`src/rtl/teclado_pkg.sv`:
```
// Shared constants for the push-button front-end and the keyboard input register.
package teclado_pkg;

  localparam int unsigned N_BTN = 7;

  localparam int unsigned BTN_AUMENTA   = 0;
  localparam int unsigned BTN_DISMINUYE = 1;
  localparam int unsigned BTN_SIGUIENTE = 2;
  localparam int unsigned BTN_ANTERIOR  = 3;
  localparam int unsigned BTN_FORMATO   = 4;
  localparam int unsigned BTN_CAMBIA    = 5;
  localparam int unsigned BTN_QUITA     = 6;

  localparam logic [7:0] PORT_AUMENTA   = 8'h03;
  localparam logic [7:0] PORT_DISMINUYE = 8'h04;
  localparam logic [7:0] PORT_SIGUIENTE = 8'h05;
  localparam logic [7:0] PORT_ANTERIOR  = 8'h06;
  localparam logic [7:0] PORT_FORMATO   = 8'h07;
  localparam logic [7:0] PORT_CAMBIA    = 8'h08;
  localparam logic [7:0] PORT_QUITA     = 8'h09;

  // Read port that clears the pending flag of button idx.
  function automatic logic [7:0] btn_port(input int unsigned idx);
    case (idx)
      BTN_AUMENTA:   btn_port = PORT_AUMENTA;
      BTN_DISMINUYE: btn_port = PORT_DISMINUYE;
      BTN_SIGUIENTE: btn_port = PORT_SIGUIENTE;
      BTN_ANTERIOR:  btn_port = PORT_ANTERIOR;
      BTN_FORMATO:   btn_port = PORT_FORMATO;
      BTN_CAMBIA:    btn_port = PORT_CAMBIA;
      BTN_QUITA:     btn_port = PORT_QUITA;
      default:       btn_port = 8'h00;
    endcase
  endfunction

endpackage

```
`src/rtl/antirrebote.sv`:
```
// One button: 2-flop synchroniser, stability counter and debounced level with press pulse.
module antirrebote #(
  parameter int unsigned DEB_CYCLES = 1_000_000,
  parameter int unsigned CNT_W      = $clog2(DEB_CYCLES)
) (
  input  logic clk_i,
  input  logic rst_ni,
  input  logic btn_i,
  output logic stable_o,
  output logic press_o
);

  localparam logic [CNT_W-1:0] CntMax = CNT_W'(DEB_CYCLES - 1);

  logic             s1_q, s2_q;
  logic             stable_q, stable_d;
  logic [CNT_W-1:0] cnt_q, cnt_d;

  always_comb begin
    cnt_d    = '0;
    stable_d = stable_q;
    if (s2_q != stable_q) begin
      if (cnt_q == CntMax) begin
        stable_d = s2_q;
      end else begin
        cnt_d = cnt_q + CNT_W'(1);
      end
    end
  end

  always_ff @(posedge clk_i or negedge rst_ni) begin
    if (!rst_ni) begin
      s1_q     <= 1'b0;
      s2_q     <= 1'b0;
      stable_q <= 1'b0;
      cnt_q    <= '0;
    end else begin
      s1_q     <= btn_i;
      s2_q     <= s1_q;
      stable_q <= stable_d;
      cnt_q    <= cnt_d;
    end
  end

  assign stable_o = stable_q;
  // Asserted in the cycle whose edge takes stable 0->1, so the flag sets on that same edge.
  assign press_o  = stable_d & ~stable_q;

endmodule

```
`src/rtl/captura_teclado.sv`:
```
// Seven debounced buttons turned into sticky pending flags cleared by port reads, plus IRQ.
module captura_teclado
  import teclado_pkg::*;
#(
  parameter int unsigned DEB_CYCLES = 1_000_000,
  parameter int unsigned CNT_W      = $clog2(DEB_CYCLES)
) (
  input  logic             clk,
  input  logic             reset,
  input  logic [N_BTN-1:0] btn_raw,
  input  logic [7:0]       port_id,
  input  logic             read_strobe,
  input  logic             interrupt_ack,
  output logic             aumenta,
  output logic             disminuye,
  output logic             siguiente,
  output logic             anterior,
  output logic             formato,
  output logic             cambia,
  output logic             quita,
  output logic             interrupcion
);

  logic [N_BTN-1:0] stable, press, clr;
  logic [N_BTN-1:0] flag_q, flag_d;
  logic             new_q, new_d;
  logic             intr_q, intr_d;

  for (genvar i = 0; i < N_BTN; i++) begin : g_deb
    antirrebote #(
      .DEB_CYCLES(DEB_CYCLES),
      .CNT_W     (CNT_W)
    ) u_deb (
      .clk_i   (clk),
      .rst_ni  (reset),
      .btn_i   (btn_raw[i]),
      .stable_o(stable[i]),
      .press_o (press[i])
    );

    press_follows_stable: assert property (@(posedge clk) disable iff (!reset)
      press[i] |=> stable[i]);
  end

  always_comb begin
    for (int unsigned i = 0; i < N_BTN; i++) begin
      clr[i] = read_strobe && (port_id == btn_port(i));
    end
    // Press has priority over a simultaneous read so no press is lost.
    flag_d = press | (flag_q & ~clr);
    new_d  = |(press & ~flag_q);
    intr_d = new_q | (intr_q & ~interrupt_ack);
  end

  always_ff @(posedge clk or negedge reset) begin
    if (!reset) begin
      flag_q <= '0;
      new_q  <= 1'b0;
      intr_q <= 1'b0;
    end else begin
      flag_q <= flag_d;
      new_q  <= new_d;
      intr_q <= intr_d;
    end
  end

  assign aumenta      = flag_q[BTN_AUMENTA];
  assign disminuye    = flag_q[BTN_DISMINUYE];
  assign siguiente    = flag_q[BTN_SIGUIENTE];
  assign anterior     = flag_q[BTN_ANTERIOR];
  assign formato      = flag_q[BTN_FORMATO];
  assign cambia       = flag_q[BTN_CAMBIA];
  assign quita        = flag_q[BTN_QUITA];
  assign interrupcion = intr_q;

endmodule

```
`config.mk`:
```
export PLATFORM = sky130hd
export DESIGN_NAME = captura_teclado
export DESIGN_NICKNAME = d
export VERILOG_FILES = /design/src/rtl/teclado_pkg.sv /design/src/rtl/antirrebote.sv /design/src/rtl/captura_teclado.sv
export SDC_FILE = /design/constraint.sdc
export NUM_CORES = 1
export LEC_CHECK = 0
export CORE_MARGIN = 3
export CORE_UTILIZATION = 38
export CTS_CLUSTER_SIZE = 28
export DETAILED_ROUTE_END_ITERATION = 10
export REMOVE_ABC_BUFFERS = 1
export SYNTH_ARGS = -nofsm -noshare
export SYNTH_HDL_FRONTEND = slang
export SYNTH_SLANG_ARGS = --single-unit
```
`constraint.sdc`:
```
create_clock -name clk -period 1.9 [get_ports clk]
set_input_delay 0.38 -clock clk [delete_from_list [all_inputs] [get_ports clk]]
set_output_delay 0.38 -clock clk [all_outputs]
set_load 0.03 [all_outputs]
```
==> out/qor_table.md, run 1 <==
| Group | Metric | Reported |
|---|---|---|
| detailed routing | Routed wire length per instance | 13.8 um |
| placed design | Detailed placer's ending HPWL | 11.6 mm |
| hold path | Hold-critical path endpoint | g_deb[5].u_deb.s2_q$_DFF_PN0_ |
| hold path | Hold wc startpoint | g_deb[5].u_deb.s1_q$_DFF_PN0_ |
| hold path | Worst hold stages | 0 |
| worst setup path | Nature of the critical path endpoint | flop |
| worst setup path | Launching point of the worst reg2reg path | g_deb[1].u_deb.cnt_q[15]$_DFF_PN0_ |
| placed design | Placer Congestion | 0.761 |
| floorplanning | Initial core utilization | 38.9% |
| synth | Post-synthesis async set-or-reset flop share | 100% |
| floorplanning | Die outline height | 153 um |
| power | Power density over the cells | 766 nW/um2 |
| detailed routing | DRC Markers | 0 |
| worst setup path | Data arrival at the endpoint of the critical path | 2330 ps |
| timing | Clock period minus worst slack | 2030 ps |
| worst setup path | Category of the worst setup path launch point | flop |
| floorplanning | Total number of placement rows | 53 |
| timing | Worst Max-Slew Pin Slew | 370 ps |
| hold path | Path type of the worst min-delay path | reg -> reg |
| detailed routing | Routed vias | 6273 |
| synth | Yosys cell types | 45 |
| floorplanning | Area of the die | 23400 um2 |
| timing | Final worst slack | -135 ps |
| detailed routing | Vias per std cell | 5.21 |
| power | IR drop worst, VDD | 0.774 mV |
| clocking | Number of levels the H-tree was split into | 4 |
| timing | Maximum clock frequency | 0.492 GHz |
| clocking | Cell at the root of the clock tree | sky130_fd_sc_hd__clkbuf_16 |
| cells and area | Leading cell type in the layout, fill and taps excluded | sky130_fd_sc_hd__dfrtp_1 |
| status | Run status | complete, but fails checks |
| floorplanning | Die span in x | 153 um |
| detailed routing | Number of DRC markers in iteration 0 | 379 |
| synth | Post-Synthesis Mean Instance Area | 10.0 um2 |
| synth | Dominant register cell in the synthesized netlist | sky130_fd_sc_hd__dfrtp_1 |
| clocking | TritonCTS sink count | 170 |
| synth | Post-synthesis instance area | 8210 um2 |
| clocking | Buffer levels on the longest clock path | 2 |
| grt | Largest net degree at the start of global routing | 49 |
| worst setup path | Max Fanout on Critical Path | 20 |
| status | Failing checks | setup timing |
| cells and area | Highest-count cells in the layout ignoring fill and taps | sky130_fd_sc_hd__dfrtp_1 (168), sky130_fd_sc_hd__nor2_1 (86), sky130_fd_sc_hd__buf_4 (70), sky130_fd_sc_hd__xor2_1 (62), sky130_fd_sc_hd__nand3_1 (51) |
| timing | Number of endpoints failing setup at the final stage | 88 |
| cells and area | Fill cells | 1973 |
| timing | Normalized max-slew margin | 75.0% |
| cells and area | Share of final-layout standard cells stronger than drive strength 1 | 18.7% |
| run | Maximum capacitance violations | 0 |
| grt | Via count of the first global-routing pass | 6297 |
| detailed routing | Post-Route WL | 16.6 mm |
| synth | Number of enable-type register cells in the synthesized netlist | 0 |
| clocking | TritonCTS clock tree | built |
| timing | Number of max-slew violations in the final report | 0 |
| synth | Register area share after synthesis | 51.8% |
| placed design | Worst slack at placement | -323 ps |
| timing | RSZ-0062 raised after global routing | true |
| floorplanning | I/O Pins | 27 |
| cells and area | Antenna Cells | 0 |
| grt | Global router's overall resource usage | 15.2% |
| floorplanning | Total core area | 21100 um2 |
| clocking | Clock buffer count from CTS | 17 |
| grt | Global-route wire length before repair | 30.0 mm |
| placed design | Number of buffers added on ports | 26 |
| worst setup path | CP required | 2200 ps |
| detailed routing | Router iterations before antenna repair | 4 |
| timing | Post-route fraction of the period consumed by the critical path | 107% |
| synth | Number of instances in the synthesized netlist | 821 |
| synth | Warnings, synthesis | 0 |
| worst setup path | R2R Path End | g_deb[1].u_deb.cnt_q[18]$_DFF_PN0_ |
| timing | Clock skew after layout | 8.55 ps |
| worst setup path | Path type of the worst setup path | reg -> reg |
| cells and area | Util after Layout | 48.4% |
| cells and area | Nets | 942 |
| cells and area | Synth-to-Final Area Change | 24.3% |
| synth | Flops & latches, synth | 170 |
| worst setup path | Worst reg2reg path depth | 5 |
| clocking | Clock-pin transition on the worst setup and hold timing paths | 60 ps |
| grt | Antenna violations before repair | 0 |
| power | Total power after layout | 0.00781 W |
| detailed routing | Final antenna-violating net count | 0 |
| worst setup path | Worst reg2reg setup slack | -130 ps |
| timing | Final count of hold timing violations | 0 |
| clocking | Clock latency at the later pin of the worst-skew pair | 420 ps |
| grt | Total congestion overflow after global routing | 0 |
| power | Leak Pwr | 4.17 nW |
sequential cells by signal, indices dropped and copies added, names as in the netlist:
name                  flops
interrupcion              1
g_deb.u_deb.s1_q          7
new_q                     1
g_deb.u_deb.stable_o      7
flag_q                    7
g_deb.u_deb.cnt_q       140
g_deb.u_deb.s2_q          7
stage by stage:
stage	instances	hold slack (ps)	TNS [ps]	cell area, um2
finish	1204	349	-8880	10200
global route	1204	352	-13200	10200
CTS	1201	350	-8470	10100
detailed placement	1167	309	-10720	9300
global placement	1167	306	-9090	9300
floorplan	788	84.4	-41800	8030
metal layers:
metal	GRT usage (%)	part of all wire (%)
met1	20.8	48
met2	24.0	47
met3	2.97	2.6
met4	5.64	2.2
met5	0	0
area by class of cell:
type	count	area, um2	share of cell area (%)
clock buffers	20	457	4.48
multi-input cells	594	3900	38.3
well taps	275	344	3.37
flip-flops and latches	170	4260	41.7
clock inverters	12	171	1.68
inverters	24	90.1	0.883
repair buffers	109	976	9.57
worst max-delay path, stage by stage (launching register included):
cell and delay (ps):
sky130_fd_sc_hd__dfrtp_1 410, sky130_fd_sc_hd__or4b_1 530, sky130_fd_sc_hd__or4_4 580, sky130_fd_sc_hd__o21ai_4 170, sky130_fd_sc_hd__buf_12 170, sky130_fd_sc_hd__a21oi_1 50
cell usage after synthesis, types with 2 or more instances:
cell	instances	area share (%)
sky130_fd_sc_hd__a21oi_1	46	2.8
sky130_fd_sc_hd__o32ai_1	3	0.32
sky130_fd_sc_hd__and3_1	15	1.1
sky130_fd_sc_hd__and4b_1	2	0.24
sky130_fd_sc_hd__inv_1	24	1.1
sky130_fd_sc_hd__buf_4	7	0.64
sky130_fd_sc_hd__nand4_1	43	3.3
sky130_fd_sc_hd__buf_2	3	0.18
sky130_fd_sc_hd__mux2_2	3	0.41
sky130_fd_sc_hd__o21ai_0	40	2.4
sky130_fd_sc_hd__xnor2_1	25	2.7
sky130_fd_sc_hd__o21ai_1	2	0.12
sky130_fd_sc_hd__clkbuf_1	20	0.91
sky130_fd_sc_hd__or3_2	3	0.27
sky130_fd_sc_hd__buf_6	2	0.27
sky130_fd_sc_hd__nor4_1	9	0.69
sky130_fd_sc_hd__o21ai_2	3	0.32
sky130_fd_sc_hd__nor4b_1	6	0.64
sky130_fd_sc_hd__or4b_1	4	0.49
sky130_fd_sc_hd__nand2_1	38	1.7
sky130_fd_sc_hd__o31ai_1	26	2.4
sky130_fd_sc_hd__nor3b_1	2	0.18
sky130_fd_sc_hd__ha_1	7	1.1
sky130_fd_sc_hd__nor2b_1	2	0.15
sky130_fd_sc_hd__xor2_1	62	6.6
sky130_fd_sc_hd__o41ai_1	4	0.43
sky130_fd_sc_hd__and4_1	15	1.6
sky130_fd_sc_hd__dfrtp_1	170	52
sky130_fd_sc_hd__or4_4	4	0.55
sky130_fd_sc_hd__or3_1	30	2.3
sky130_fd_sc_hd__nand2b_1	4	0.30
sky130_fd_sc_hd__nor2_1	99	4.5
sky130_fd_sc_hd__nand3b_1	3	0.27
sky130_fd_sc_hd__or4bb_1	2	0.27
sky130_fd_sc_hd__or4_1	26	2.4
sky130_fd_sc_hd__nor3_1	4	0.24
sky130_fd_sc_hd__nand3_1	51	3.1
sky130_fd_sc_hd__or2_2	2	0.15
sky130_fd_sc_hd__and2_1	4	0.30
kinds of logic (layout without fill, tap and decap cells):
kind of cell               Yosys count  in the layout  share of synthesized area (%)
and+or+nand+nor                    372            372                           25.3
DFF                                170            170                           51.8
muxes                                3              3                          0.412
xor gates and xnor gates            87             87                           9.28
buffers and inverters               57            165                           3.20
AOI/OAI and AO/OA                  125            125                           8.90
adders and majority gates            7              7                           1.07
worst max path at each step:
stage                                       start                            endpoint  depth (start not counted)
2_1_floorplan  g_deb[0].u_deb.cnt_q[12]$_DFF_PN0_  g_deb[0].u_deb.cnt_q[10]$_DFF_PN0_                          4
3_3_place_gp                           port_id[5]                 flag_q[6]$_DFF_PN0_                          5
3_5_place_dp                           port_id[5]                 flag_q[5]$_DFF_PN0_                          5
4_1_cts        g_deb[1].u_deb.cnt_q[15]$_DFF_PN0_  g_deb[1].u_deb.cnt_q[12]$_DFF_PN0_                          5
5_1_grt        g_deb[1].u_deb.cnt_q[15]$_DFF_PN0_  g_deb[1].u_deb.cnt_q[18]$_DFF_PN0_                          5
6_report       g_deb[1].u_deb.cnt_q[15]$_DFF_PN0_  g_deb[1].u_deb.cnt_q[18]$_DFF_PN0_                          5
what timing repair did:
action | 4_1_cts | 5_1_grt
endpoints found under the setup margin | 95 | 95
endpoints found under the hold margin | 33 | 0
gates resized for setup | 50 | 17
hold buffers | 1 | 0
setup buffers | 1 | 3
gates cloned | 0 | 0
pin swaps | 10 | 1
power by group:
part	internal [W]	switching (W)	leakage, nW
logic	0.000160	0.000240	1.58
registers	0.00368	0.0000573	2.29
clock network	0.00226	0.00141	0.302
total	0.00611	0.00170	4.17
Power figures use the tool's default switching activity.
==> inputs of run 2 (changes only) <==
GPL_ROUTABILITY_DRIVEN = 0   (was not set)
MAX_ROUTING_LAYER = met4   (was not set)
SYNTH_HIERARCHICAL = 1   (was not set)
==> run 2 against run 1 <==
Compared with the run above:
- the run now ends clean
- combinational power increased by 6.0%
- setup slack improved by 200 ps
- fmax increased by 11%
- critical path depth decreased by 4
- critical endpoint is now interrupcion
- largest power group unchanged
==> out/qor_table.md, run 2 <==
| Group | Metric | Reported | vs previous |
|---|---|---|---|
| status | Run status | completed | was complete, but fails checks |
| timing | Number of endpoints failing setup at the final stage | 0 | was 88 |
| worst setup path | Crit-path leading delay family | buffers and inverters | was simple AND/OR/NAND/NOR gates |
| clocking | Number of levels the H-tree was split into | 4 | unchanged |
| worst setup path | Max Fanout on Critical Path | 2 | was 20 |
| clocking | Buffer levels on the longest clock path | 2 | unchanged |
| synth | Yosys cell types | 35 | was 45 |
| synth | Flops & latches, synth | 170 | unchanged |
| power | Power density over the cells | 732 nW/um2 | was 766 nW/um2 |
| floorplanning | Initial core utilization | 38.8% | was 38.9% |
| timing | Number of max-slew violations in the final report | 0 | unchanged |
| detailed routing | Number of DRC markers in iteration 0 | 296 | was 379 |
| clocking | TritonCTS sink count | 170 | unchanged |
| worst setup path | Nature of the critical path endpoint | output port | was flop |
| timing | Worst Max-Slew Pin Slew | 484 ps | was 370 ps |
| placed design | Detailed placer's ending HPWL | 11.3 mm | was 11.6 mm |
| floorplanning | I/O Pins | 27 | unchanged |
| synth | Proportion of netlist area held by the largest area contributor | 51.8% | about the same |
| cells and area | Nets | 992 | was 942 |
| placed design | Number of buffers added on ports | 26 | unchanged |
| grt | Global-route wire length before repair | 28.5 mm | was 30.0 mm |
| cells and area | Highest-count cells in the layout ignoring fill and taps | sky130_fd_sc_hd__dfrtp_1 (170), sky130_fd_sc_hd__nor2_1 (111), sky130_fd_sc_hd__buf_4 (98), sky130_fd_sc_hd__a21oi_1 (55), sky130_fd_sc_hd__nand3_1 (50) | was sky130_fd_sc_hd__dfrtp_1 (168), sky130_fd_sc_hd__nor2_1 (86), sky130_fd_sc_hd__buf_4 (70), sky130_fd_sc_hd__xor2_1 (62), sky130_fd_sc_hd__nand3_1 (51) |
| run | Maximum capacitance violations | 0 | unchanged |
| detailed routing | Vias per std cell | 5.11 | was 5.21 |
| worst setup path | Category of the worst setup path launch point | flop | unchanged |
| power | Leak Pwr | 4.14 nW | was 4.17 nW |
| cells and area | Leading cell type in the layout, fill and taps excluded | sky130_fd_sc_hd__dfrtp_1 | unchanged |
| synth | Number of instances in the synthesized netlist | 853 | was 821 |
| timing | Normalized max-slew margin | 67.7% | was 75.0% |
| detailed routing | Post-Route WL | 16.3 mm | was 16.6 mm |
| hold path | Hold-critical path endpoint | g_deb[3].u_deb/s2_q$_DFF_PN0_ | was g_deb[5].u_deb.s2_q$_DFF_PN0_ |
| grt | Largest net degree at the start of global routing | 49 | unchanged |
| floorplanning | Total number of placement rows | 53 | unchanged |
| worst setup path | Path type of the worst setup path | reg -> out | was reg -> reg |
| timing | Clock skew after layout | 13.9 ps | was 8.55 ps |
| clocking | TritonCTS clock tree | built | unchanged |
| cells and area | Util after Layout | 48.6% | was 48.4% |
| power | IR drop worst, VDD | 0.634 mV | was 0.774 mV |
| synth | Most frequent cell after synthesis | sky130_fd_sc_hd__dfrtp_1 | unchanged |
| clocking | Cell at the root of the clock tree | sky130_fd_sc_hd__clkbuf_16 | unchanged |
| floorplanning | Total core area | 21200 um2 | was 21100 um2 |
| grt | Via count of the first global-routing pass | 6263 | was 6297 |
| synth | Leading post-synthesis cells by instance count | sky130_fd_sc_hd__dfrtp_1 (170), sky130_fd_sc_hd__nor2_1 (113), sky130_fd_sc_hd__a21oi_1 (60) | was sky130_fd_sc_hd__dfrtp_1 (170), sky130_fd_sc_hd__nor2_1 (99), sky130_fd_sc_hd__xor2_1 (62) |
| clocking | Clock-pin transition on the worst setup and hold timing paths | 80 ps | was 60 ps |
| floorplanning | Area of the die | 23400 um2 | about the same |
| hold path | Hold wc startpoint | g_deb[3].u_deb/s1_q$_DFF_PN0_ | was g_deb[5].u_deb.s1_q$_DFF_PN0_ |
| timing | Clock period minus worst slack | 1840 ps | was 2030 ps |
| synth | Post-Synthesis Mean Instance Area | 9.63 um2 | was 10.0 um2 |
| grt | Global router's overall resource usage | 14.9% | was 15.2% |
| synth | Warnings, synthesis | 6 | was 0 |
| synth | Post-synthesis instance area | 8220 um2 | was 8210 um2 |
| clocking | Clock buffer count from CTS | 17 | unchanged |
| placed design | Worst slack at placement | -76.4 ps | was -323 ps |
| detailed routing | Router iterations before antenna repair | 5 | was 4 |
| worst setup path | Crit path max-delay cell type | sky130_fd_sc_hd__clkdlybuf4s50_1 | was sky130_fd_sc_hd__or4_4 |
| grt | Antenna violations before repair | 0 | unchanged |
| grt | Total congestion overflow after global routing | 0 | unchanged |
| detailed routing | DRC Markers | 0 | unchanged |
| timing | Final worst slack | 64.3 ps | was -135 ps |
| worst setup path | Combined buffer and inverter count along the critical path | 1 | unchanged |
| worst setup path | Worst reg2reg path depth | 8 | was 5 |
| detailed routing | Routed vias | 6403 | was 6273 |
| cells and area | Antenna Cells | 0 | unchanged |
| synth | Post-synthesis async set-or-reset flop share | 100% | unchanged |
| timing | Final count of hold timing violations | 0 | unchanged |
| worst setup path | Worst reg2reg setup slack | 70 ps | was -130 ps |
| timing | Post-route fraction of the period consumed by the critical path | 96.6% | was 107% |
| synth | Top post-synthesis cells by area | sky130_fd_sc_hd__dfrtp_1 (52%), sky130_fd_sc_hd__nor2_1 (5.2%), sky130_fd_sc_hd__xnor2_1 (4.5%) | was sky130_fd_sc_hd__dfrtp_1 (52%), sky130_fd_sc_hd__xor2_1 (6.6%), sky130_fd_sc_hd__nor2_1 (4.5%) |
| cells and area | Number of flip-flops under the largest register name | 140 | unchanged |
| synth | Number of enable-type register cells in the synthesized netlist | 0 | unchanged |
| cells and area | Most flops, register | g_deb.u_deb/cnt_q | was g_deb.u_deb.cnt_q |
| worst setup path | R2R Path End | new_q$_DFF_PN0_ | was g_deb[1].u_deb.cnt_q[18]$_DFF_PN0_ |
| worst setup path | CP required | 1520 ps | was 2200 ps |
| synth | Leading area contributor after synthesis | sky130_fd_sc_hd__dfrtp_1 | unchanged |
| hold path | Path type of the worst min-delay path | reg -> reg | unchanged |
| detailed routing | Routed wire length per instance | 13.0 um | was 13.8 um |
| timing | RSZ-0062 raised after global routing | true | unchanged |
| detailed routing | Final antenna-violating net count | 0 | unchanged |
| synth | Register area share after synthesis | 51.8% | about the same |
| synth | Dominant register cell in the synthesized netlist | sky130_fd_sc_hd__dfrtp_1 | unchanged |
| hold path | Worst hold stages | 0 | unchanged |
| cells and area | Share of final-layout standard cells stronger than drive strength 1 | 24.3% | was 18.7% |
| timing | Maximum clock frequency | 0.545 GHz | was 0.492 GHz |
| cells and area | Synth-to-Final Area Change | 25.1% | was 24.3% |
| floorplanning | Die outline height | 153 um | about the same |
| worst setup path | Largest stage delay on the critical path | 670 ps | was 580 ps |
| worst setup path | Cells traversed along the worst timing path | clkdlybuf4s50_1 | was or4b_1 > or4_4 > o21ai_4 > buf_12 > a21oi_1 |
| floorplanning | Die span in x | 153 um | about the same |
| clocking | Clock latency at the later pin of the worst-skew pair | 440 ps | was 420 ps |
| worst setup path | Data arrival at the endpoint of the critical path | 1460 ps | was 2330 ps |
| worst setup path | Launching point of the worst reg2reg path | g_deb[1].u_deb/cnt_q[1]$_DFF_PN0_ | was g_deb[1].u_deb.cnt_q[15]$_DFF_PN0_ |
[run 2: cell count changes in the layout (fill, tap and decap cells not counted), sizes merged, moves of 11 or more]
cell,before,now
nor3,4,15
a21oi,46,60
buf,83,103
nor2,99,113
xnor2,25,42
inv,24,58
and4,15,0
nand4,43,21
nand3,52,63
xor2,62,35
[run 2: how the worst max path moves through the flow]
stage                                            from                                  to  slack (ps)  cells after the start
floorplan           g_deb[0].u_deb/cnt_q[0]$_DFF_PN0_  g_deb[0].u_deb/cnt_q[10]$_DFF_PN0_        -310                      5
global placement    g_deb[3].u_deb/cnt_q[0]$_DFF_PN0_  g_deb[3].u_deb/cnt_q[18]$_DFF_PN0_         -30                      5
detailed placement  g_deb[0].u_deb/cnt_q[0]$_DFF_PN0_  g_deb[0].u_deb/cnt_q[18]$_DFF_PN0_         -80                      5
CTS                 g_deb[0].u_deb/cnt_q[0]$_DFF_PN0_  g_deb[0].u_deb/cnt_q[18]$_DFF_PN0_         0.9                      5
global route        g_deb[5].u_deb/cnt_q[7]$_DFF_PN0_                     new_q$_DFF_PN0_         -20                      8
finish                         interrupcion$_DFF_PN0_                        interrupcion          60                      1
[run 2: cells by family (layout without fill, tap and decap cells)]
logic type | count (synthesis) | after routing | share of synthesized area, %
flip-flops | 170 | 170 | 51.8
AND/OR/NAND/NOR | 377 | 377 | 25.2
AO/OA/AOI/OAI | 130 | 130 | 8.83
XOR/XNOR | 77 | 77 | 8.21
adder cells (fa/ha/maj) | 7 | 7 | 1.07
multiplexers | 7 | 7 | 0.960
buffers and inverters | 85 | 211 | 3.99
[run 2: metrics by stage]
stage	std cells	hold slack [ps]	area (um2)	total power, W	setup TNS [ps]
after floorplan	818	84.4	8080	0.00394	-40880
after global placement	1220	334	9490	0.00423	-88.0
after detailed placement	1220	338	9490	0.00423	-1050
after CTS	1253	354	10100	0.00765	0
after global routing	1254	355	10300	0.00786	-22.3
final	1254	353	10300	0.00753	0
[run 2: metal layers]
layer | wire length [um] | vias to the layer above | GRT usage (%)
li1 | - | 3228 | -
met1 | 7930 | 3096 | 19.5
met2 | 7720 | 60 | 23.4
met3 | 409 | 19 | 3.11
met4 | 218 | 0 | 4.54
met5 | 0 | - | -
[run 2: timing repair]
item / 4_1_cts / 5_1_grt
setup endpoints to repair: 36 / 34
hold buffers: 1 / 0
hold endpoints to repair: 41 / 0
pin swaps: 4 / 12
gates resized for setup: 19 / 42
cloned: 0 / 0
buffers inserted: 0 / 1
[run 2: area by class of cell]
type / instances / area, um2
Inverter: 50 / 188
Fill cell: 1951 / 10900
Clock inverter: 14 / 150
Timing Repair Buffer: 129 / 1080
Sequential cell: 170 / 4250
Tap cell: 275 / 344
Clock buffer: 18 / 429
Multi-Input combinational cell: 598 / 3830
[run 2: power by group]
group	internal, W	switching (W)
Combinational	0.000180	0.000243
Clock	0.00176	0.00162
Sequential	0.00368	0.0000445
Total	0.00562	0.00191
==> inputs of run 3 (changes only) <==
CORE_UTILIZATION = 40   (was 38)
GPL_ROUTABILITY_DRIVEN = 1   (was 0)
SLEW_MARGIN = 10   (was not set)
==> run 3 against run 2 <==
Compared with the run above:
- core utilization grew 4.1 points
- sequential cell count is the same
- register-to-register slack lost 50 ps
- die area shrank 4.8%
- clock power grew 4%
==> out/qor_table.md, run 3 (synthesis results as in run 2) <==
| Group | Metric | Reported | vs previous |
|---|---|---|---|
| clocking | Clock buffer count from CTS | 17 | unchanged |
| hold path | Path type of the worst min-delay path | reg -> reg | unchanged |
| placed design | Placer Congestion | 0.784 |  |
| worst setup path | Launching point of the worst reg2reg path | g_deb[2].u_deb/cnt_q[1]$_DFF_PN0_ | was g_deb[1].u_deb/cnt_q[1]$_DFF_PN0_ |
| worst setup path | Worst reg2reg setup slack | 20 ps | was 70 ps |
| clocking | Clock latency at the later pin of the worst-skew pair | 420 ps | was 440 ps |
| power | IR drop worst, VDD | 0.625 mV | was 0.634 mV |
| power | Power density over the cells | 737 nW/um2 | was 732 nW/um2 |
| floorplanning | Die span in x | 149 um | was 153 um |
| worst setup path | Crit-path leading delay family | simple AND/OR/NAND/NOR gates | was buffers and inverters |
| clocking | TritonCTS sink count | 170 | unchanged |
| cells and area | Antenna Cells | 0 | unchanged |
| cells and area | Share of final-layout standard cells stronger than drive strength 1 | 26.7% | was 24.3% |
| grt | Antenna violations before repair | 0 | unchanged |
| power | Cell internal power dissipation | 0.00594 W | was 0.00562 W |
| grt | Global-route wire length before repair | 29.6 mm | was 28.5 mm |
| floorplanning | Area of the die | 22300 um2 | was 23400 um2 |
| power | Leak Pwr | 4.22 nW | was 4.14 nW |
| floorplanning | Total number of placement rows | 51 | was 53 |
| cells and area | Synth-to-Final Area Change | 27.1% | was 25.1% |
| run | Maximum capacitance violations | 0 | unchanged |
| worst setup path | CP required | 2190 ps | was 1520 ps |
| timing | Post-route fraction of the period consumed by the critical path | 99.1% | was 96.6% |
| worst setup path | Combined buffer and inverter count along the critical path | 1 | unchanged |
| timing | Number of endpoints failing setup at the final stage | 0 | unchanged |
| placed design | Detailed placer's ending HPWL | 11.7 mm | was 11.3 mm |
| cells and area | Highest-count cells in the layout ignoring fill and taps | sky130_fd_sc_hd__dfrtp_1 (169), sky130_fd_sc_hd__buf_4 (117), sky130_fd_sc_hd__nor2_1 (109), sky130_fd_sc_hd__a21oi_1 (51), sky130_fd_sc_hd__nand3_1 (48) | was sky130_fd_sc_hd__dfrtp_1 (170), sky130_fd_sc_hd__nor2_1 (111), sky130_fd_sc_hd__buf_4 (98), sky130_fd_sc_hd__a21oi_1 (55), sky130_fd_sc_hd__nand3_1 (50) |
| power | Power share of the sequential group | 48.5% | was 49.5% |
| cells and area | Leading cell type in the layout, fill and taps excluded | sky130_fd_sc_hd__dfrtp_1 | unchanged |
| cells and area | Number of flip-flops under the largest register name | 140 | unchanged |
| detailed routing | Number of DRC markers in iteration 0 | 324 | was 296 |
| clocking | Number of levels the H-tree was split into | 4 | unchanged |
| floorplanning | Die outline height | 149 um | was 153 um |
| worst setup path | Nature of the critical path endpoint | flop | was output port |
| status | Run status | completed | unchanged |
| detailed routing | Post-Route WL | 16.8 mm | was 16.3 mm |
| detailed routing | DRC Markers | 0 | unchanged |
| cells and area | Nets | 1009 | was 992 |
| detailed routing | Routed wire length per instance | 13.3 um | was 13.0 um |
| placed design | Worst slack at placement | -101 ps | was -76.4 ps |
| timing | RSZ-0062 raised after global routing | true | unchanged |
| power | Net Sw Frac | 22.8% | was 25.3% |
| worst setup path | Crit path max-delay cell type | sky130_fd_sc_hd__or4_1 | was sky130_fd_sc_hd__clkdlybuf4s50_1 |
| detailed routing | Vias per std cell | 5.14 | was 5.11 |
| power | NetSw | 0.00175 W | was 0.00191 W |
| power | Portion of total power attributed to combinational logic | 5.6% | about the same |
| timing | Number of max-slew violations in the final report | 0 | unchanged |
| grt | Via count of the first global-routing pass | 6438 | was 6263 |
| timing | Final worst slack | 16.9 ps | was 64.3 ps |
| grt | Largest net degree at the start of global routing | 47 | was 49 |
| placed design | Number of buffers added on ports | 26 | unchanged |
| clocking | Clock-pin transition on the worst setup and hold timing paths | 70 ps | was 80 ps |
| detailed routing | Final antenna-violating net count | 0 | unchanged |
| timing | Normalized max-slew margin | 70.2% | was 67.7% |
| cells and area | Util after Layout | 52.6% | was 48.6% |
| clocking | Buffer levels on the longest clock path | 2 | unchanged |
| worst setup path | Worst reg2reg path depth | 8 | unchanged |
| worst setup path | Number of gates on the worst path with buffers counted | 8 | was 1 |
| floorplanning | I/O Pins | 27 | unchanged |
| cells and area | Most flops, register | g_deb.u_deb/cnt_q | unchanged |
| worst setup path | Max Fanout on Critical Path | 3 | was 2 |
| timing | Worst Max-Slew Pin Slew | 447 ps | was 484 ps |
| detailed routing | Router iterations before antenna repair | 4 | was 5 |
| timing | Clock skew after layout | 9.54 ps | was 13.9 ps |
| floorplanning | Initial core utilization | 41.4% | was 38.8% |
| worst setup path | Cells traversed along the worst timing path | ha_2 > and2_4 > nand3_2 > nor2_2 > and3b_1 > inv_2 > o22ai_2 > or4_1 | was clkdlybuf4s50_1 |
| power | Proportion of power drawn by the clock network | 45.9% | was 44.9% |
| worst setup path | Category of the worst setup path launch point | flop | unchanged |
| worst setup path | R2R Path End | new_q$_DFF_PN0_ | unchanged |
| grt | Total congestion overflow after global routing | 0 | unchanged |
| worst setup path | Path type of the worst setup path | reg -> reg | was reg -> out |
| grt | Global router's overall resource usage | 16.5% | was 14.9% |
| clocking | TritonCTS clock tree | built | unchanged |
| power | Total power after layout | 0.00769 W | was 0.00753 W |
| timing | Final count of hold timing violations | 0 | unchanged |
| floorplanning | Total core area | 19800 um2 | was 21200 um2 |
| timing | Maximum clock frequency | 0.531 GHz | was 0.545 GHz |
| worst setup path | Capture point of the worst path | new_q$_DFF_PN0_ | was interrupcion |
| detailed routing | Routed vias | 6482 | was 6403 |
| worst setup path | Largest stage delay on the critical path | 520 ps | was 670 ps |
| timing | Setup TNS after final layout | 0 ps | unchanged |
| worst setup path | Data arrival at the endpoint of the critical path | 2180 ps | was 1460 ps |
| timing | Clock period minus worst slack | 1880 ps | was 1840 ps |
| worst setup path | Launch point of the worst path | g_deb[2].u_deb/cnt_q[1]$_DFF_PN0_ | was interrupcion$_DFF_PN0_ |
| clocking | Cell at the root of the clock tree | sky130_fd_sc_hd__clkbuf_16 | unchanged |
==> run 3: cell count changes in the layout (fill, tap and decap cells not counted), sizes merged <==
cell and delta:
clkinvlp +2, inv -5, clkinv -1, dlymetal6s2s +1, dlygate4sd2 -1, bufinv +3
buf +17
==> run 3: how the worst min path moves through the flow <==
| stage | from | to | cells past startpoint |
|---|---|---|---|
| 4_1_cts | g_deb[5].u_deb/s1_q$_DFF_PN0_ | g_deb[5].u_deb/s2_q$_DFF_PN0_ | 0 |
| 2_1_floorplan | reset | flag_q[0]$_DFF_PN0_ | 0 |
| 3_3_place_gp | g_deb[3].u_deb/s1_q$_DFF_PN0_ | g_deb[3].u_deb/s2_q$_DFF_PN0_ | 0 |
| 5_1_grt | g_deb[0].u_deb/s1_q$_DFF_PN0_ | g_deb[0].u_deb/s2_q$_DFF_PN0_ | 0 |
| 6_report | g_deb[5].u_deb/s1_q$_DFF_PN0_ | g_deb[5].u_deb/s2_q$_DFF_PN0_ | 0 |
| 3_5_place_dp | g_deb[5].u_deb/s1_q$_DFF_PN0_ | g_deb[5].u_deb/s2_q$_DFF_PN0_ | 0 |
==> run 3: timing repair <==
| action | 4_1_cts | 5_1_grt |
|---|---|---|
| pin swaps | 6 | 20 |
| hold buffers | 1 | 0 |
| setup buffers | 1 | 9 |
| endpoints found under the setup margin | 36 | 40 |
| hold endpoints to repair | 39 | 0 |
| cloned | 0 | 0 |
| resized for setup | 24 | 54 |
==> run 3: routing by layer <==
metal / GRT usage (%) / up-vias / wire length, um
met5: - / - / 0
met4: 4.76 / 0 / 191
met3: 3.37 / 13 / 442
met2: 25.4 / 61 / 7960
met1: 22.3 / 3156 / 8190
li1: - / 3252 / -
==> run 3: area by class of cell <==
class / count / area, um2
multi-input combinational: 598 / 3890
clock inverter: 13 / 168
sequential: 170 / 4260
inverter: 50 / 188
timing repair buffer: 146 / 1180
fill: 1796 / 9400
clock buffer: 18 / 429
tap: 265 / 332
==> run 3: power by group through the flow <==
stage / sequential (W) / clock [W] / combinational [W]
after floorplan: 0.00383 / 0 / 0.000115
after global placement: 0.00379 / 0 / 0.000429
after detailed placement: 0.00380 / 0 / 0.000433
after CTS: 0.00373 / 0.00363 / 0.000430
after global routing: 0.00374 / 0.00379 / 0.000489
final: 0.00373 / 0.00353 / 0.000432
==> run 3: worst reg2reg max path, stage by stage (launching register included) <==
cell and delay (ps):
sky130_fd_sc_hd__dfrtp_1 390, sky130_fd_sc_hd__ha_2 210, sky130_fd_sc_hd__and2_4 160, sky130_fd_sc_hd__nand3_2 80, sky130_fd_sc_hd__nor2_2 50, sky130_fd_sc_hd__and3b_1 180
sky130_fd_sc_hd__inv_2 90, sky130_fd_sc_hd__o22ai_2 80, sky130_fd_sc_hd__or4_1 520
==> run 3: stage by stage <==
| stage | hold WS, ps | std cells | area [um2] |
|---|---|---|---|
| 2_1_floorplan | 84.4 | 818 | 8080 |
| 3_3_place_gp | 332 | 1218 | 9510 |
| 3_5_place_dp | 335 | 1218 | 9510 |
| 4_1_cts | 350 | 1251 | 10200 |
| 5_1_grt | 353 | 1260 | 10400 |
| 6_report | 350 | 1260 | 10400 |
